$ cat config.mk
export PLATFORM = sky130hd
export DESIGN_NAME = uart_byte_rx
export DESIGN_NICKNAME = d
export VERILOG_FILES = /design/src/rtl/uart_byte_rx.sv
export SDC_FILE = /design/constraint.sdc
export NUM_CORES = 1
export LEC_CHECK = 0
export CORE_MARGIN = 5
export CORE_UTILIZATION = 60
export DETAILED_ROUTE_END_ITERATION = 10
export PLACE_DENSITY_LB_ADDON = 0.15
export SETUP_SLACK_MARGIN = 0.4
export SLEW_MARGIN = 20
export SYNTH_ARGS = -nofsm -noshare
export SYNTH_HDL_FRONTEND = slang
export SYNTH_SLANG_ARGS = --single-unit
$ cat constraint.sdc
create_clock -name clk -period 4.16 [get_ports clk]
set_input_delay 0.624 -clock clk [delete_from_list [all_inputs] [get_ports clk]]
set_output_delay 0.624 -clock clk [all_outputs]
set_load 0.005 [all_outputs]
$ cat src/rtl/uart_byte_rx.sv
// 8N1 UART byte receiver: 2-flop synchronized input, mid-bit sampling,
// single-cycle data/framing-error strobes, break-tolerant recovery.
module uart_byte_rx #(
  parameter int CLKS_PER_BIT = 868,
  parameter int HALF_BIT     = CLKS_PER_BIT / 2
) (
  input  logic       clk,
  input  logic       rst,
  input  logic       rx,
  output logic [7:0] uart_data,
  output logic       new_data,
  output logic       framing_error,
  output logic       rx_busy
);

  // state     | meaning
  // IDLE      | line idle, waiting for rx_s low
  // START     | timing to start-bit middle, rejects glitches
  // DATA      | sampling 8 data bits LSB first
  // STOP      | sampling stop bit, emits strobe
  // WAIT_IDLE | after framing error, wait for line high

  localparam int CW = (CLKS_PER_BIT > 1) ? $clog2(CLKS_PER_BIT) : 1;
  localparam logic [CW-1:0] BIT_LAST  = CW'(CLKS_PER_BIT - 1);
  localparam logic [CW-1:0] HALF_LAST = CW'(HALF_BIT - 1);

  typedef enum logic [2:0] {
    IDLE,
    START,
    DATA,
    STOP,
    WAIT_IDLE
  } state_t;

  state_t        state, state_nx;
  logic          rx_m, rx_s;
  logic [CW-1:0] cnt, cnt_nx;
  logic [2:0]    bit_idx, bit_idx_nx;
  logic [7:0]    shreg, shreg_nx;
  logic [7:0]    data_nx;
  logic          new_data_nx, framing_error_nx;

  always_ff @(posedge clk) begin
    if (rst) begin
      rx_m <= 1'b1;
      rx_s <= 1'b1;
    end else begin
      rx_m <= rx;
      rx_s <= rx_m;
    end
  end

  always_ff @(posedge clk) begin
    if (rst) begin
      state         <= IDLE;
      cnt           <= '0;
      bit_idx       <= '0;
      shreg         <= '0;
      uart_data     <= '0;
      new_data      <= 1'b0;
      framing_error <= 1'b0;
    end else begin
      state         <= state_nx;
      cnt           <= cnt_nx;
      bit_idx       <= bit_idx_nx;
      shreg         <= shreg_nx;
      uart_data     <= data_nx;
      new_data      <= new_data_nx;
      framing_error <= framing_error_nx;
    end
  end

  always_comb begin
    state_nx         = state;
    cnt_nx           = cnt;
    bit_idx_nx       = bit_idx;
    shreg_nx         = shreg;
    data_nx          = uart_data;
    new_data_nx      = 1'b0;
    framing_error_nx = 1'b0;
    case (state)
      IDLE: begin
        if (!rx_s) begin
          state_nx   = START;
          cnt_nx     = '0;
          bit_idx_nx = '0;
        end
      end
      START: begin
        if (cnt == HALF_LAST) begin
          cnt_nx   = '0;
          state_nx = rx_s ? IDLE : DATA;
        end else begin
          cnt_nx = cnt + CW'(1);
        end
      end
      DATA: begin
        if (cnt == BIT_LAST) begin
          cnt_nx   = '0;
          // right shift: the first bit received ends up in bit 0
          shreg_nx = {rx_s, shreg[7:1]};
          if (bit_idx == 3'd7) begin
            state_nx = STOP;
          end else begin
            bit_idx_nx = bit_idx + 3'd1;
          end
        end else begin
          cnt_nx = cnt + CW'(1);
        end
      end
      STOP: begin
        if (cnt == BIT_LAST) begin
          cnt_nx = '0;
          if (rx_s) begin
            data_nx     = shreg;
            new_data_nx = 1'b1;
            state_nx    = IDLE;
          end else begin
            framing_error_nx = 1'b1;
            state_nx         = WAIT_IDLE;
          end
        end else begin
          cnt_nx = cnt + CW'(1);
        end
      end
      WAIT_IDLE: begin
        if (rx_s) begin
          state_nx = IDLE;
        end
      end
      default: begin
        state_nx = IDLE;
      end
    endcase
  end

  assign rx_busy = (state != IDLE);

endmodule

## After elaboration in Yosys (flattened, before gate mapping)

Cells that the tools add are included.
W data, S select, Z words.

- Add/subtract/negate cells: 2
- Multipliers: 0
- Div/mod/pow operators: 0
- Order comparisons: 0
- Equal/unequal tests: 14
- Shift operators: 0
- Mux-type cells: 19
- Bitwise logic cells: 2
- Reductions and logical operators: 11

Operators by type and width:

| cell | count |
|---|---|
| $mux W10 | 3 |
| $mux W3 | 10 |
| $pmux W10 S3 | 1 |
| $pmux W3 S5 | 1 |
| $ne A2 B2 Y1 const B | 7 |
| $add A10 B1 Y10 const B | 1 |
| $eq A10 B10 Y1 const B | 1 |
| $eq A10 B9 Y1 const B | 1 |
| $eq A3 B2 Y1 const B | 2 |
| $eq A3 B3 Y1 const B | 2 |
| $pmux W3 S2 | 1 |
| $reduce_and A6 Y1 | 1 |
| $reduce_bool A3 Y1 | 2 |
| $reduce_and A2 Y1 | 2 |
| $reduce_and A4 Y1 | 1 |
| $add A3 B1 Y3 const B | 1 |
| $eq A3 B1 Y1 const B | 1 |
| $logic_not A3 Y1 | 1 |
| $reduce_and A3 Y1 | 1 |
| $reduce_or A3 Y1 | 1 |
| $mux W1 | 2 |
| $mux W2 | 1 |
| $not A1 Y1 | 2 |
| $reduce_bool A2 Y1 | 1 |
| $reduce_or A2 Y1 | 1 |

- Register bits: 36
- Latch bits: 0
- Bits in writable memories: 0
- Memory bits (read-only): 0
- Memories kept: 0

## Logic depth before layout (Yosys ltp)

- Word-level depth: 4
- Gate-level depth with buffers: 8
- Mapped depth without buffers: 7

## Least setup slack after synthesis

OpenSTA, ideal clock, no wires.

- Path kind: register -> register
- Start point: reg cnt[0]
- End point: reg state[1]
- Data arrival time: 1.817 ns
- Data required time: 4.039 ns
- Path slack: 2.222 ns
- Stages on the path, launching flop included: 7
- Path buffers: 0
- Period minus slack after synthesis: 1.938 ns
- Path through: dfxtp_1 > ha_1 > nor4bb_2 > nand4_1 > a2bb2oi_2 > a21bo_2 > mux2_4

- Cells in the longest elaborated chain, start to end: 3
- Elaborated cells between the ends (all ways): 6

RTL lines:

| item | line | source |
|---|---|---|
| from (decl) | 37 | `logic [CW-1:0] cnt, cnt_nx;` |
| from (signal assigned) | 64 | `cnt <= cnt_nx;` |
| $eq A10 B10 Y1 / $eq A10 B9 Y1 (equally long branches) | 98, 112, 90 |  |
| $ne A2 B2 Y1 (no source line) | n/a |  |
| $reduce_and A6 Y1 (no source line) * | n/a |  |
| to (signal assigned) | 63 | `state <= state_nx;` |
| to (decl) | 35 | `state_t state, state_nx;` |

Mark *: on every way between the ends. The rest lies on a longest branch, timed or not.
A chain may end at the register's enable or synchronous reset.

## Worst setup path after layout

- Start point: reg cnt[0]
- End point: reg cnt[9]

- Cells in the longest elaborated chain, start to end: 3
- Elaborated cells between the ends (all ways): 6

RTL lines:

| item | line | source |
|---|---|---|
| $add A10 B1 Y10 (tied with other cells) | 94, 108, 123 |  |
| $mux W10 (on tied branches) | 98, 112, 90 |  |
| $pmux W10 S3 * | 81 | `case (state)` |

Marked as above.

==> impl_metrics.xml <==
<?xml version="1.0" encoding="UTF-8"?>
<metrics>
  <group name="placement">
    <metric name="io_buffer_count" unit="">13</metric>
    <metric name="finalWeightedCongestion" unit="">0.841</metric>
    <metric name="dp_hpwl" unit="mm">2.20</metric>
  </group>
  <group name="drt">
    <metric name="routed-via-count" unit="">1337</metric>
    <metric name="routed_antenna_nets" unit="">0</metric>
    <metric name="drt_drc_violations_left" unit="">0</metric>
    <metric name="wl_per_cell" unit="µm">14.0</metric>
    <metric name="drt-pass1-iter-count" unit="">4</metric>
    <metric name="drt_iter0_drc" unit="">50</metric>
    <metric name="totalWireLength" unit="mm">3.14</metric>
    <metric name="routed_via_density" unit="">5.97</metric>
  </group>
  <group name="pwr">
    <metric name="power_switching" unit="W">0.000184</metric>
    <metric name="power_frac_comb" unit="">0.117</metric>
    <metric name="max-vdd-ir-drop" unit="V">0.000284</metric>
    <metric name="intPower" unit="W">0.000456</metric>
    <metric name="total_power" unit="W">0.000640</metric>
    <metric name="share_clk_of_total_power" unit="">0.291</metric>
    <metric name="power_density" unit="nW/µm²">342</metric>
    <metric name="switching_share" unit="">0.287</metric>
    <metric name="seqPwrFrac" unit="">0.592</metric>
    <metric name="cellLeakagePower" unit="nW">0.734</metric>
  </group>
  <group name="critical_path">
    <metric name="timing_worst_setup_path_type" unit="">reg2reg</metric>
    <metric name="setup.worst_path.end_class" unit="">flop</metric>
    <metric name="slowest_stage" unit="">sky130_fd_sc_hd__a31oi_1</metric>
    <metric name="cp_data_required_time" unit="ns">4.45</metric>
    <metric name="worstPathMaxFanout" unit="">12</metric>
    <metric name="timing.critical_path.arrival" unit="ns">2.76</metric>
    <metric name="startpoint_types" unit="">flop</metric>
    <metric name="cpMostUsedCell" unit="">sky130_fd_sc_hd__a31oi_1</metric>
    <metric name="slowest_delay" unit="ns">0.77</metric>
    <metric name="timing.critical_path.cells" unit="">ha_1 -&gt; nor4bb_2 -&gt; a211o_1 -&gt; a31oi_1 -&gt; o21ai_0 -&gt; a31oi_1</metric>
  </group>
  <group name="floorplan">
    <metric name="fp.dieH" unit="µm">63.4</metric>
    <metric name="chip_width" unit="µm">63.4</metric>
    <metric name="io-pin-count" unit="">14</metric>
    <metric name="floorplan.initialDensity" unit="">0.625</metric>
    <metric name="die_area" unit="µm²">4010</metric>
    <metric name="core_region_area" unit="µm²">2730</metric>
    <metric name="floorplan.rows" unit="">19</metric>
  </group>
  <group name="sta">
    <metric name="final_worst_hold_slack" unit="ns">0.426</metric>
    <metric name="finalCriticalPeriod" unit="ns">2.47</metric>
    <metric name="max_freq" unit="MHz">405</metric>
    <metric name="setup_tns" unit="ns">0</metric>
    <metric name="slew_viol_final" unit="">0</metric>
    <metric name="rsz0062_at_grt" unit="">false</metric>
    <metric name="finalSetupViolations" unit="">0</metric>
    <metric name="finalClockSkew" unit="ns">0.0116</metric>
    <metric name="max-slew-margin-rel" unit="">0.370</metric>
    <metric name="slew_at_the_pin_with_the_worst_max_slew_slack" unit="ns">0.941</metric>
    <metric name="post-route-period-util" unit="">0.594</metric>
    <metric name="report.final.hold_viol_count" unit="">0</metric>
  </group>
  <group name="clock_tree">
    <metric name="tritoncts_num_sinks" unit="">36</metric>
    <metric name="clkSlewWorstSetupHoldPaths" unit="ns">0.12</metric>
    <metric name="cts_htree_levels" unit="">2</metric>
    <metric name="clock_tree_from_tritoncts" unit="">done</metric>
    <metric name="cts_buffers" unit="">5</metric>
    <metric name="clock_insertion_delay_worst_skew" unit="ns">0.35</metric>
    <metric name="post_cts_resize_count" unit="">0</metric>
    <metric name="cts_setup_buffers" unit="">0</metric>
    <metric name="clk_path_buf_depth" unit="">2</metric>
    <metric name="root_buffer" unit="">sky130_fd_sc_hd__clkbuf_4</metric>
    <metric name="number_of_hold_buffers_added_after_cts" unit="">0</metric>
  </group>
  <group name="logic_synthesis">
    <metric name="yosys.area.top_type" unit="">sky130_fd_sc_hd__dfxtp_1</metric>
    <metric name="synth_top_flop_cell" unit="">sky130_fd_sc_hd__dfxtp_1</metric>
    <metric name="syn-instance-count" unit="">181</metric>
    <metric name="syn_area" unit="µm²">1710</metric>
    <metric name="syn-num-nets" unit="">188</metric>
    <metric name="synth-seq-area-share" unit="">0.422</metric>
    <metric name="synth.top_cells.by_count" unit="">sky130_fd_sc_hd__dfxtp_1, sky130_fd_sc_hd__nor2_1, sky130_fd_sc_hd__mux2i_1, sky130_fd_sc_hd__a21oi_1, sky130_fd_sc_hd__nand2_1</metric>
    <metric name="synth_largest_type_area_fraction" unit="">0.422</metric>
    <metric name="number_of_synthesized_flops_with_an_enable_pin" unit="">0</metric>
    <metric name="netlist-cell-type-count" unit="">48</metric>
    <metric name="synth.avg_cell_area" unit="µm²">9.44</metric>
    <metric name="postSynth.asyncResetShare" unit="">0</metric>
    <metric name="post_synth_main_area_contributors" unit="">sky130_fd_sc_hd__dfxtp_1, sky130_fd_sc_hd__mux2i_1, sky130_fd_sc_hd__nor2_1, sky130_fd_sc_hd__ha_1, sky130_fd_sc_hd__a21oi_1</metric>
    <metric name="postSynthRegisterBits" unit="">36</metric>
    <metric name="post-synth-top-count-cell" unit="">sky130_fd_sc_hd__dfxtp_1</metric>
    <metric name="count_of_yosys_warnings_during_synthesis" unit="">0</metric>
  </group>
  <group name="global_routing">
    <metric name="number_of_global_route_vias_before_repair" unit="">1324</metric>
    <metric name="global_route_wire_length_before_repair" unit="mm">5.71</metric>
    <metric name="number_of_antenna_violations_at_the_first_check_in_global_routing" unit="">0</metric>
    <metric name="gr-total-overflow" unit="">0</metric>
    <metric name="grt_max_degree" unit="">34</metric>
    <metric name="track_usage" unit="">0.175</metric>
  </group>
  <group name="final_layout">
    <metric name="fraction_of_layout_cells_with_a_size_suffix_above_1" unit="">0.130</metric>
    <metric name="nFillCells" unit="">219</metric>
    <metric name="antenna_diode_count" unit="">0</metric>
    <metric name="finish.net_count" unit="">199</metric>
    <metric name="area_growth" unit="%">9.74</metric>
  </group>
  <group name="hold_path">
    <metric name="min-delay-path-class" unit="">reg2reg</metric>
  </group>
  <group name="status">
    <metric name="run_status" unit="">finished, final reports clean</metric>
  </group>
  <group name="job">
    <metric name="max_capacitance_violation_count" unit="">0</metric>
  </group>
</metrics>
==> worst max-delay path, delay by kind of cell (launching register included) <==
kind	cells	cell delay, ns
compound gates	4	1.58
flops	1	0.37
simple gates	1	0.21
fa+ha+maj	1	0.25
==> final cells by class <==
class                           count  area (µm²)  share of cell area
Tap cell                           31        38.8              0.0207
Timing Repair Buffer               14         138              0.0734
Multi-Input combinational cell    130         902               0.481
Sequential cell                    36         721               0.385
Inverter                            5        18.8              0.0100
Clock buffer                        5        37.5              0.0200
Clock inverter                      3        18.8              0.0100
==> state kept, by name, summed over array words and instances (netlist names) <==
| register | cells |
|---|---|
| cnt | 10 |
| shreg | 8 |
| uart_data | 8 |
| bit_idx | 3 |
| state | 3 |
| framing_error | 1 |
| new_data | 1 |
| rx_m | 1 |
| rx_s | 1 |
==> cells in the final DEF (no fill, tap or decap), types with 3 or more instances in the layout <==
master                            Yosys  layout
sky130_fd_sc_hd__a21oi_1              7       7
sky130_fd_sc_hd__a31oi_1              5       5
sky130_fd_sc_hd__and3_1               4       4
sky130_fd_sc_hd__clkbuf_4             0       5
sky130_fd_sc_hd__clkdlybuf4s50_1      0      13
sky130_fd_sc_hd__dfxtp_1             36      36
sky130_fd_sc_hd__ha_1                 4       4
sky130_fd_sc_hd__inv_1                4       4
sky130_fd_sc_hd__mux2i_1             20      20
sky130_fd_sc_hd__nand2_1              7       7
sky130_fd_sc_hd__nand3_1              4       4
sky130_fd_sc_hd__nand4_1              3       3
sky130_fd_sc_hd__nor2_1              28      28
sky130_fd_sc_hd__nor2b_1              5       5
sky130_fd_sc_hd__nor3_1               3       3
sky130_fd_sc_hd__o21ai_0              5       5
==> metrics by stage <==
step           std cells  worst slack [ns]   util  instance area (µm²)
6_report             224              1.69  0.686                 1870
2_1_floorplan        181              2.22      -                 1710
4_1_cts              224              1.71  0.686                 1870
3_3_place_gp         216              1.84  0.665                 1820
5_1_grt              224              1.50  0.686                 1870
3_5_place_dp         216              1.64  0.665                 1820
==> cell families (layout without fill, tap and decap cells) <==
group	after synthesis	after routing	share of synthesized area
AO/OA/AOI/OAI	29	29	0.119
AND/OR/NAND/NOR	73	73	0.237
flip-flops	36	36	0.422
multiplexers	22	22	0.133
adder cells (fa/ha/maj)	4	4	0.0293
buffers and inverters	15	27	0.0498
XOR/XNOR	2	2	0.0103
==> power by group through the flow <==
stage / registers (W) / clock network (W) / logic, W
5_1_grt: 0.000382 / 0.000211 / 0.0000843
3_5_place_dp: 0.000387 / 0 / 0.0000735
6_report: 0.000379 / 0.000186 / 0.0000747
3_3_place_gp: 0.000386 / 0 / 0.0000712
4_1_cts: 0.000379 / 0.000191 / 0.0000739
2_1_floorplan: 0.000370 / 0 / 0.0000842
==> final timing paths <==
check / startpoint / endpoint / slack, ns / depth (start not counted)
max reg2reg: cnt[0] / cnt[9] / 1.69 / 6
max: cnt[0] / cnt[9] / 1.69 / 6
min: rx_m / rx_s / 0.43 / 1
min reg2reg: rx_m / rx_s / 0.43 / 1
==> routing by layer <==
| metal | GRT usage | share of wire | vias to the layer above |
|---|---|---|---|
| li1 | - | - | 665 |
| met1 | 0.210 | 0.47 | 638 |
| met2 | 0.265 | 0.47 | 24 |
| met3 | 0.0639 | 0.042 | 10 |
| met4 | 0.0987 | 0.024 | 0 |
| met5 | 0 | 0 | - |
Note: power is estimated with default switching activity, not from simulation.
